$ cat src/rtl/win_pkg.sv
// Shared types and width helpers for the window mean normaliser family.
package win_pkg;

  typedef enum logic [1:0] {FILL, CALC, DRAIN} win_state_t;

  function automatic int unsigned sum_width(int unsigned pix_w, int unsigned win_dim);
    return pix_w + 2 * $clog2(win_dim);
  endfunction

  function automatic int unsigned cnt_width(int unsigned win_dim);
    return 2 * $clog2(win_dim) + 1;
  endfunction

  // Round half up adds half an LSB of the result before the shift.
  function automatic logic [63:0] mean_of(logic [63:0] sum, int unsigned shift, logic round);
    logic [63:0] s;
    s = sum;
    if (round) s = s + ((64'd1 << shift) >> 1);
    return s >> shift;
  endfunction

endpackage

$ cat src/rtl/win_buf.sv
// Simple dual-port pixel buffer with a registered read port.
module win_buf #(
  parameter int unsigned DATA_W = 8,
  parameter int unsigned DEPTH  = 256,
  parameter int unsigned AW     = 8
) (
  input  logic              clk,
  input  logic              wr_en,
  input  logic [AW-1:0]     wr_addr,
  input  logic [DATA_W-1:0] wr_data,
  input  logic              rd_en,
  input  logic [AW-1:0]     rd_addr,
  output logic [DATA_W-1:0] rd_data
);

  logic [DATA_W-1:0] mem [DEPTH];

  always_ff @(posedge clk) begin
    if (wr_en) mem[wr_addr] <= wr_data;
    if (rd_en) rd_data <= mem[rd_addr];
  end

endmodule

$ cat src/rtl/window_mean_stream.sv
// Buffers one square window, computes its mean and replays each pixel minus the mean.
module window_mean_stream
  import win_pkg::*;
#(
  parameter int unsigned PIX_W      = 8,
  parameter int unsigned WIN_DIM    = 16,
  parameter int unsigned ROUND_MEAN = 0
) (
  input  logic             clk,
  input  logic             rst,
  input  logic             in_valid,
  output logic             in_ready,
  input  logic [PIX_W-1:0] in_data,
  output logic             out_valid,
  input  logic             out_ready,
  output logic [PIX_W:0]   out_data,
  output logic             out_last,
  output logic [PIX_W-1:0] out_mean
);

  localparam int unsigned N     = WIN_DIM * WIN_DIM;
  localparam int unsigned LOG_N = 2 * $clog2(WIN_DIM);
  localparam int unsigned AW    = LOG_N;
  localparam int unsigned SUM_W = sum_width(PIX_W, WIN_DIM);
  localparam int unsigned CNT_W = cnt_width(WIN_DIM);

  win_state_t       state_q;
  logic [CNT_W-1:0] cnt_q;
  logic [SUM_W-1:0] sum_q;
  logic [PIX_W-1:0] mean_q;

  logic             wr_en;
  logic             rd_en;
  logic [AW-1:0]    rd_addr;
  logic [PIX_W-1:0] rd_data;
  logic             cnt_at_end;
  logic [PIX_W:0]   diff;

  assign cnt_at_end = (cnt_q == CNT_W'(N - 1));
  assign in_ready   = (state_q == FILL);
  assign out_valid  = (state_q == DRAIN);
  assign out_last   = out_valid && cnt_at_end;
  assign out_mean   = mean_q;
  assign wr_en      = in_ready && in_valid;

  // The RAM output register doubles as the hold register: a new read is only
  // issued when the current sample is taken, so stalls keep out_data stable.
  always_comb begin
    rd_en   = 1'b0;
    rd_addr = '0;
    if (state_q == CALC) begin
      rd_en = 1'b1;
    end else if (state_q == DRAIN && out_ready && !cnt_at_end) begin
      rd_en   = 1'b1;
      rd_addr = AW'(cnt_q + 1'b1);
    end
  end

  assign diff     = $signed({1'b0, rd_data}) - $signed({1'b0, mean_q});
  assign out_data = out_valid ? diff : '0;

  win_buf #(
    .DATA_W(PIX_W),
    .DEPTH (N),
    .AW    (AW)
  ) u_buf (
    .clk    (clk),
    .wr_en  (wr_en),
    .wr_addr(AW'(cnt_q)),
    .wr_data(in_data),
    .rd_en  (rd_en),
    .rd_addr(rd_addr),
    .rd_data(rd_data)
  );

  always_ff @(posedge clk) begin
    if (rst) begin
      state_q <= FILL;
      cnt_q   <= '0;
      sum_q   <= '0;
      mean_q  <= '0;
    end else begin
      unique case (state_q)
        FILL: begin
          if (in_valid) begin
            sum_q <= sum_q + SUM_W'(in_data);
            cnt_q <= cnt_q + 1'b1;
            if (cnt_at_end) state_q <= CALC;
          end
        end
        CALC: begin
          mean_q  <= PIX_W'(mean_of(64'(sum_q), LOG_N, ROUND_MEAN != 0));
          sum_q   <= '0;
          cnt_q   <= '0;
          state_q <= DRAIN;
        end
        DRAIN: begin
          if (out_ready) begin
            if (cnt_at_end) begin
              cnt_q   <= '0;
              state_q <= FILL;
            end else begin
              cnt_q <= cnt_q + 1'b1;
            end
          end
        end
        default: state_q <= FILL;
      endcase
    end
  end

endmodule

$ cat config.mk
export PLATFORM = sky130hd
export DESIGN_NAME = window_mean_stream
export DESIGN_NICKNAME = d
export VERILOG_FILES = /design/src/rtl/win_pkg.sv /design/src/rtl/win_buf.sv /design/src/rtl/window_mean_stream.sv
export SDC_FILE = /design/constraint.sdc
export NUM_CORES = 2
export LEC_CHECK = 0
export ABC_AREA = 1
export CELL_PAD_IN_SITES_DETAIL_PLACEMENT = 0
export CELL_PAD_IN_SITES_GLOBAL_PLACEMENT = 1
export CORE_MARGIN = 1
export CORE_UTILIZATION = 57
export CTS_BUF_LIST = sky130_fd_sc_hd__clkbuf_4 sky130_fd_sc_hd__clkbuf_8
export DETAILED_ROUTE_END_ITERATION = 8
export GPL_ROUTABILITY_DRIVEN = 0
export PLACE_DENSITY = 0.87
export REMOVE_ABC_BUFFERS = 1
export SLEW_MARGIN = 0
export SYNTH_ARGS = -nofsm -noshare
export SYNTH_HDL_FRONTEND = slang
export SYNTH_HIERARCHICAL = 1
export SYNTH_SLANG_ARGS = --single-unit
export TNS_END_PERCENT = 20
$ cat constraint.sdc
create_clock -name clk -period 8.4 [get_ports clk]
set_input_delay 0.84 -clock clk [delete_from_list [all_inputs] [get_ports clk]]
set_output_delay 0.84 -clock clk [all_outputs]
set_load 0.02 [all_outputs]
After elaboration in Yosys (flattened, before gate mapping)
Memories as Yosys holds them, arrays and structs flattened. A register that Yosys moved wholly into a read port is not among the register bits.
Cells that the tools add are included.
Storage, ports and cells
  logic and storage cells: 44
  bits in registers: 35
  memories: 1
  input port bits: 12
  output and inout port bits: 20
  memory bits (writable): 2048
Memories
  u_buf.mem: depth 256, bits a word 8, rd ports 1, clocked after memory_dff 1, wr ports 1, RTL line win_buf.sv:16  | logic [DATA_W-1:0] mem [DEPTH];
Cells by class
  muxes and demuxes: 18
  reductions and logical operators: 11
  add/sub/neg operators: 3
  equal/unequal tests: 7
Operator list (count)
  $mux 9: 4
  $pmux 16 s2: 1
  $pmux 9 s3: 1
  $add 16x8->16: 1
  $mux 16: 1
  $mux 8: 2
  $add 9x1->9 const B: 1
  $eq 9x8->1 const B: 1
  $sub 8x8->9: 1
  $mux 2: 4
  $ne 2x1->1 const B: 3
  $pmux 2 s3: 1
  $logic_and 1x1->1: 4
  $mux 1: 4
  $reduce_and 4->1: 1
  $reduce_and 3->1: 1
  $reduce_bool 3->1: 1
  $eq 2x1->1 const B: 1
  $eq 2x2->1 const B: 1
  $logic_not 2->1: 1
  $ne 2x2->1 const B: 1
  $reduce_and 2->1: 1
  $reduce_bool 2->1: 1
  $logic_not 1->1: 1

Logic depth before layout (Yosys ltp)
  depth after elaboration: 5
  gate-level depth with buffers: 25
  gate-level depth less buffers: 21

Cells and area by module
Netlist, hierarchy kept.
Modules (own cells, without submodules)
  win_buf: instances 1, cells an instance 7003, seq. area each 61739.2 um2, area each 83476.3 um2
  window_mean_stream: instances 1, cells an instance 396, seq. area each 700.7 um2, area each 2555.0 um2

Worst setup path before layout
Ideal clock, no wire load.
  path type: register to register
  start: register cnt_q[0]
  end: register u_buf.rd_data[0] (read register of u_buf.mem), data pin
  library setup time: 252 ps
  slack: 5284 ps
  arrival time: 2864 ps
  cell stages (with the launch flop): 25
  buffers on the path: 4
  cells stage by stage: dfxtp_1 ha_1 nand2_1 nor2_1 nand3_1 nor2_1 ha_1 or2_1 nor2_1 nand2_1 nor2_1 buf_4 buf_6 buf_4 buf_2 nand2_1 nand3_1 nand3_1 nand3_1 nand3_1 nand3_1 nand3_1 nand2_1 nand2_1 nand2_1
On the way
  cells in the longest elaborated chain, start to end: 5
  elaborated cells between the ends (all ways): 8
  classes of those cells: add/sub: 1; eq/ne: 1; mux: 4; reduce/logical: 2
Ends and longest elaborated chain
  start: declaration: RTL line window_mean_stream.sv:28  | logic [CNT_W-1:0] cnt_q;
  start signal: assignment: RTL line window_mean_stream.sv:87  | cnt_q <= cnt_q + 1'b1;
  start signal: assignment: RTL line window_mean_stream.sv:103  | cnt_q <= cnt_q + 1'b1;
  parallel branches: the longest is 3 deep, another holds $add 9x1->9
  $mux 8 *: RTL line window_mean_stream.sv:53  | end else if (state_q == DRAIN && out_ready && !cnt_at_end) begin
  $mux 8 *: RTL line window_mean_stream.sv:51  | if (state_q == CALC) begin
  named net rd_addr[0]: RTL line window_mean_stream.sv:34  | logic [AW-1:0] rd_addr;
  end: declaration: RTL line win_buf.sv:13  | output logic [DATA_W-1:0] rd_data
Mark *: on every way through the listed nets, which the timed path passes.
A chain may end at the register's enable or synchronous reset.

Final worst setup path
  start: register state_q[0]
  end: register u_buf.rd_data[7] (read register of u_buf.mem), data pin
On the way
  cells in the longest elaborated chain, start to end: 5
  elaborated cells between the ends (all ways): 8
  classes of those cells: eq/ne: 2; mux: 4; reduce/logical: 2
Ends and longest elaborated chain
  start: declaration: RTL line window_mean_stream.sv:27  | win_state_t state_q;
  start signal: assignment: RTL line window_mean_stream.sv:78  | state_q <= FILL;
  start signal: assignment: RTL line window_mean_stream.sv:88  | if (cnt_at_end) state_q <= CALC;
  start signal: assignment: RTL line window_mean_stream.sv:95  | state_q <= DRAIN;
  $eq 2x2->1: RTL line window_mean_stream.sv:53
  $logic_and 1x1->1 (2 in series): RTL line window_mean_stream.sv:53
  $mux 8: RTL line window_mean_stream.sv:53
  $mux 8 *: RTL line window_mean_stream.sv:51
  named net rd_addr[1]: RTL line window_mean_stream.sv:34
The timed path passes the listed nets; every way through them passes the cells marked *.

==> impl_metrics.json <==
{
  "dpl_cell_area_um2": 87200,
  "grt_usage_pct": 30.4,
  "cts_buffer_depth": 4,
  "cp_data_arrival_time_ps": 6920,
  "die_area_um2": 152000,
  "antenna_found_initial": 5,
  "synth_cell_type_count": 38,
  "rr_startpoint": "state_q[0]",
  "rsz0062_at_grt": "false",
  "vdd_drop_max_v": 0.000161,
  "maxCapViolCount": 0,
  "cts_hold_buf": 0,
  "slew_viol_final": 0,
  "hold_path.class": "input port to flip-flop",
  "grt_max_degree": 246,
  "p_per_area_nw_per_um2": 214,
  "drive_gt1_share_pct": 7.95,
  "multi_input_area_um2": 20800,
  "vias": 58200,
  "yosys_warnings": 6,
  "setup_viol": 0,
  "outcome": "complete, no violations",
  "initial_core_util_pct": 57.4,
  "crit_fanout": 82,
  "clk_root_buffer_cell": "clkbuf_8",
  "wire_per_inst_um": 24.3,
  "r2r-end": "u_buf/rd_data[7]",
  "rrSetupSlack_ps": 2260,
  "clock_latency_ps": 1030,
  "path_clk_slew_ps": 60,
  "min_from": "in_data[7]",
  "finalNetCount": 7396,
  "ys_ff_latch": 2091,
  "timing.final.crit_share_pct": 73.1,
  "cts_resized": 0,
  "relSlewSlack_pct": 21.9,
  "syn_area_um2": 86000,
  "htreeDepth": 5,
  "area_growth_pct": 8.65,
  "ant_nets": 0,
  "grt_first_pass_wirelength_mm": 345,
  "fmax_mhz": 163,
  "period_needed_ps": 6140,
  "critPathLaunchType": "flip-flop",
  "critPathKind": "flip-flop to flip-flop",
  "numCtsBuffers": 342,
  "die_w_um": 391,
  "endpoint_kind": "flip-flop",
  "clock-sinks": 2091,
  "io_buffer_count": 31,
  "wl_mm": 233,
  "drc": 0,
  "rows": 142,
  "critPathRequiredTime_ps": 9180,
  "gr-total-overflow": 0,
  "cts_tree": "built",
  "coreArea_um2": 150000,
  "layout.area.seq_um2": 62400,
  "drt_iter0_drc": 7710,
  "syn_area_per_cell_um2": 11.6,
  "grt_pass1_vias": 54300,
  "syn_inst": 7399,
  "p_leak_nw": 32.3,
  "holdWs_ps": 243,
  "die_h_um": 391,
  "nFillCells": 11500,
  "cts_setup_buffers": 0,
  "min_to": "u_buf/mem[102][7]",
  "clock_skew_ps": 79.3,
  "whs_path_depth": 1,
  "hold_viol": 0,
  "worstMarginPinSlew_ps": 1170,
  "io_pins": 32,
  "dp_hpwl_mm": 127,
  "synth_seq_area_share_pct": 72.6,
  "ff2ff_path_depth": 18,
  "fin_area_um2": 93500,
  "first_pass_iters": 6,
  "viasPerCell": 6.06
}
routing by layer:
metal / vias to the layer above / part of all wire, % / global-route usage [%]
met2: 3480 / 46 / 46.4
met4: 2 / 3.9 / 12.1
li1: 26100 / - / -
met1: 28100 / 38 / 42.8
met3: 545 / 11 / 6.84
met5: - / 0.0056 / 0
sequential cells by signal (all words and copies together), names as in the netlist:
register and cells:
state_q 2, cnt_q 9, u_buf/rd_data 8, sum_q 16, u_buf/mem 2048, out_mean 8
worst max path at each step:
stage	end	from	cells after the start
2_1_floorplan	u_buf/rd_data[0]	cnt_q[0]	21
3_3_place_gp	u_buf/rd_data[2]	state_q[0]	18
3_5_place_dp	u_buf/rd_data[2]	state_q[0]	18
4_1_cts	u_buf/rd_data[2]	state_q[0]	18
5_1_grt	u_buf/rd_data[7]	cnt_q[0]	21
6_report	u_buf/rd_data[7]	state_q[0]	18
placed cells by master, fill, tap and decap left out, types with 15 or more instances in the layout:
cell and n:
a21oi_1 43, buf_12 15, buf_4 60, clkbuf_4 104
clkbuf_8 351, clkdlybuf4s50_1 23, clkinv_1 88, clkinv_2 24
dfxtp_1 35, edfxtp_1 2056, ha_1 23, inv_1 92
nand2_1 2220, nand3_1 2056, nor2_1 317, o21ai_0 16
cell usage after synthesis (all sizes together):
cell / instances / share of area, %
nor3: 4 / 0.042
nor2: 325 / 1.4
clkbuf: 116 / 0.51
o21a: 1 / 0.0087
nand4: 3 / 0.022
a31oi: 3 / 0.022
fa: 2 / 0.047
or2: 3 / 0.022
nand3: 2056 / 12
xor2: 2 / 0.020
nand3b: 1 / 0.0087
a21oi: 44 / 0.27
o21ai: 17 / 0.10
edfxtp: 2056 / 72
xnor2: 2 / 0.020
nand2: 2227 / 9.7
inv: 100 / 0.44
dfxtp: 35 / 0.81
a21o: 1 / 0.0087
ha: 23 / 0.33
o21bai: 1 / 0.0087
o22ai: 1 / 0.0073
a21boi: 1 / 0.0087
o211ai: 1 / 0.0087
buf: 374 / 2.4
where the power goes:
part           internal [W]  switching (W)  total, W  leakage [nW]
clock               0.00440        0.00385   0.00825          3.28
combinational     0.0000430       0.000274  0.000317          10.2
sequential           0.0115     0.00000641    0.0115          18.8
total                0.0159        0.00413    0.0200          32.3
through the flow:
step	total power (W)	TNS (ps)	util, %	setup slack [ps]	instances
after floorplan	0.0118	-600930	-	-75120	6909
after global placement	0.0120	0	58.3	2500	9031
after detailed placement	0.0120	0	58.3	2450	9031
after CTS	0.0201	0	62.4	2440	9610
after global routing	0.0206	0	62.4	2070	9611
final	0.0200	0	62.4	2260	9612
cell families after synthesis:
kind of cell	synth area share, %
AOI/OAI and AO/OA	0.445
DFF	72.6
xor gates and xnor gates	0.0407
and+or+nand+nor	23.2
buffers and inverters	3.34
adders and majority gates	0.381
area by class of cell:
class                           count  share of cell area [%]
Sequential cell                  2091                    66.8
Multi-Input combinational cell   4718                    22.2
Clock buffer                      455                    6.00
Tap cell                         2016                    2.70
Timing Repair Buffer              106                    1.18
Clock inverter                    124                   0.656
Inverter                          100                   0.439
Antenna cell                        2                 0.00535
critical path, stage by stage, from the launching register on:
cell and delay [ps]:
dfxtp_1 340, inv_1 90, ha_1 610, inv_1 240, or2_1 350, nor2_1 120, nand2_1 340, nor2_4 410
buf_4 830, buf_4 910, nand3_1 150, nand3_1 140, nand3_1 160, nand3_1 190, nand3_1 250, nand3_1 280
nand2_1 100, nand2_1 170, nand2_1 70
No activity file was read; power rests on OpenSTA's default activity.
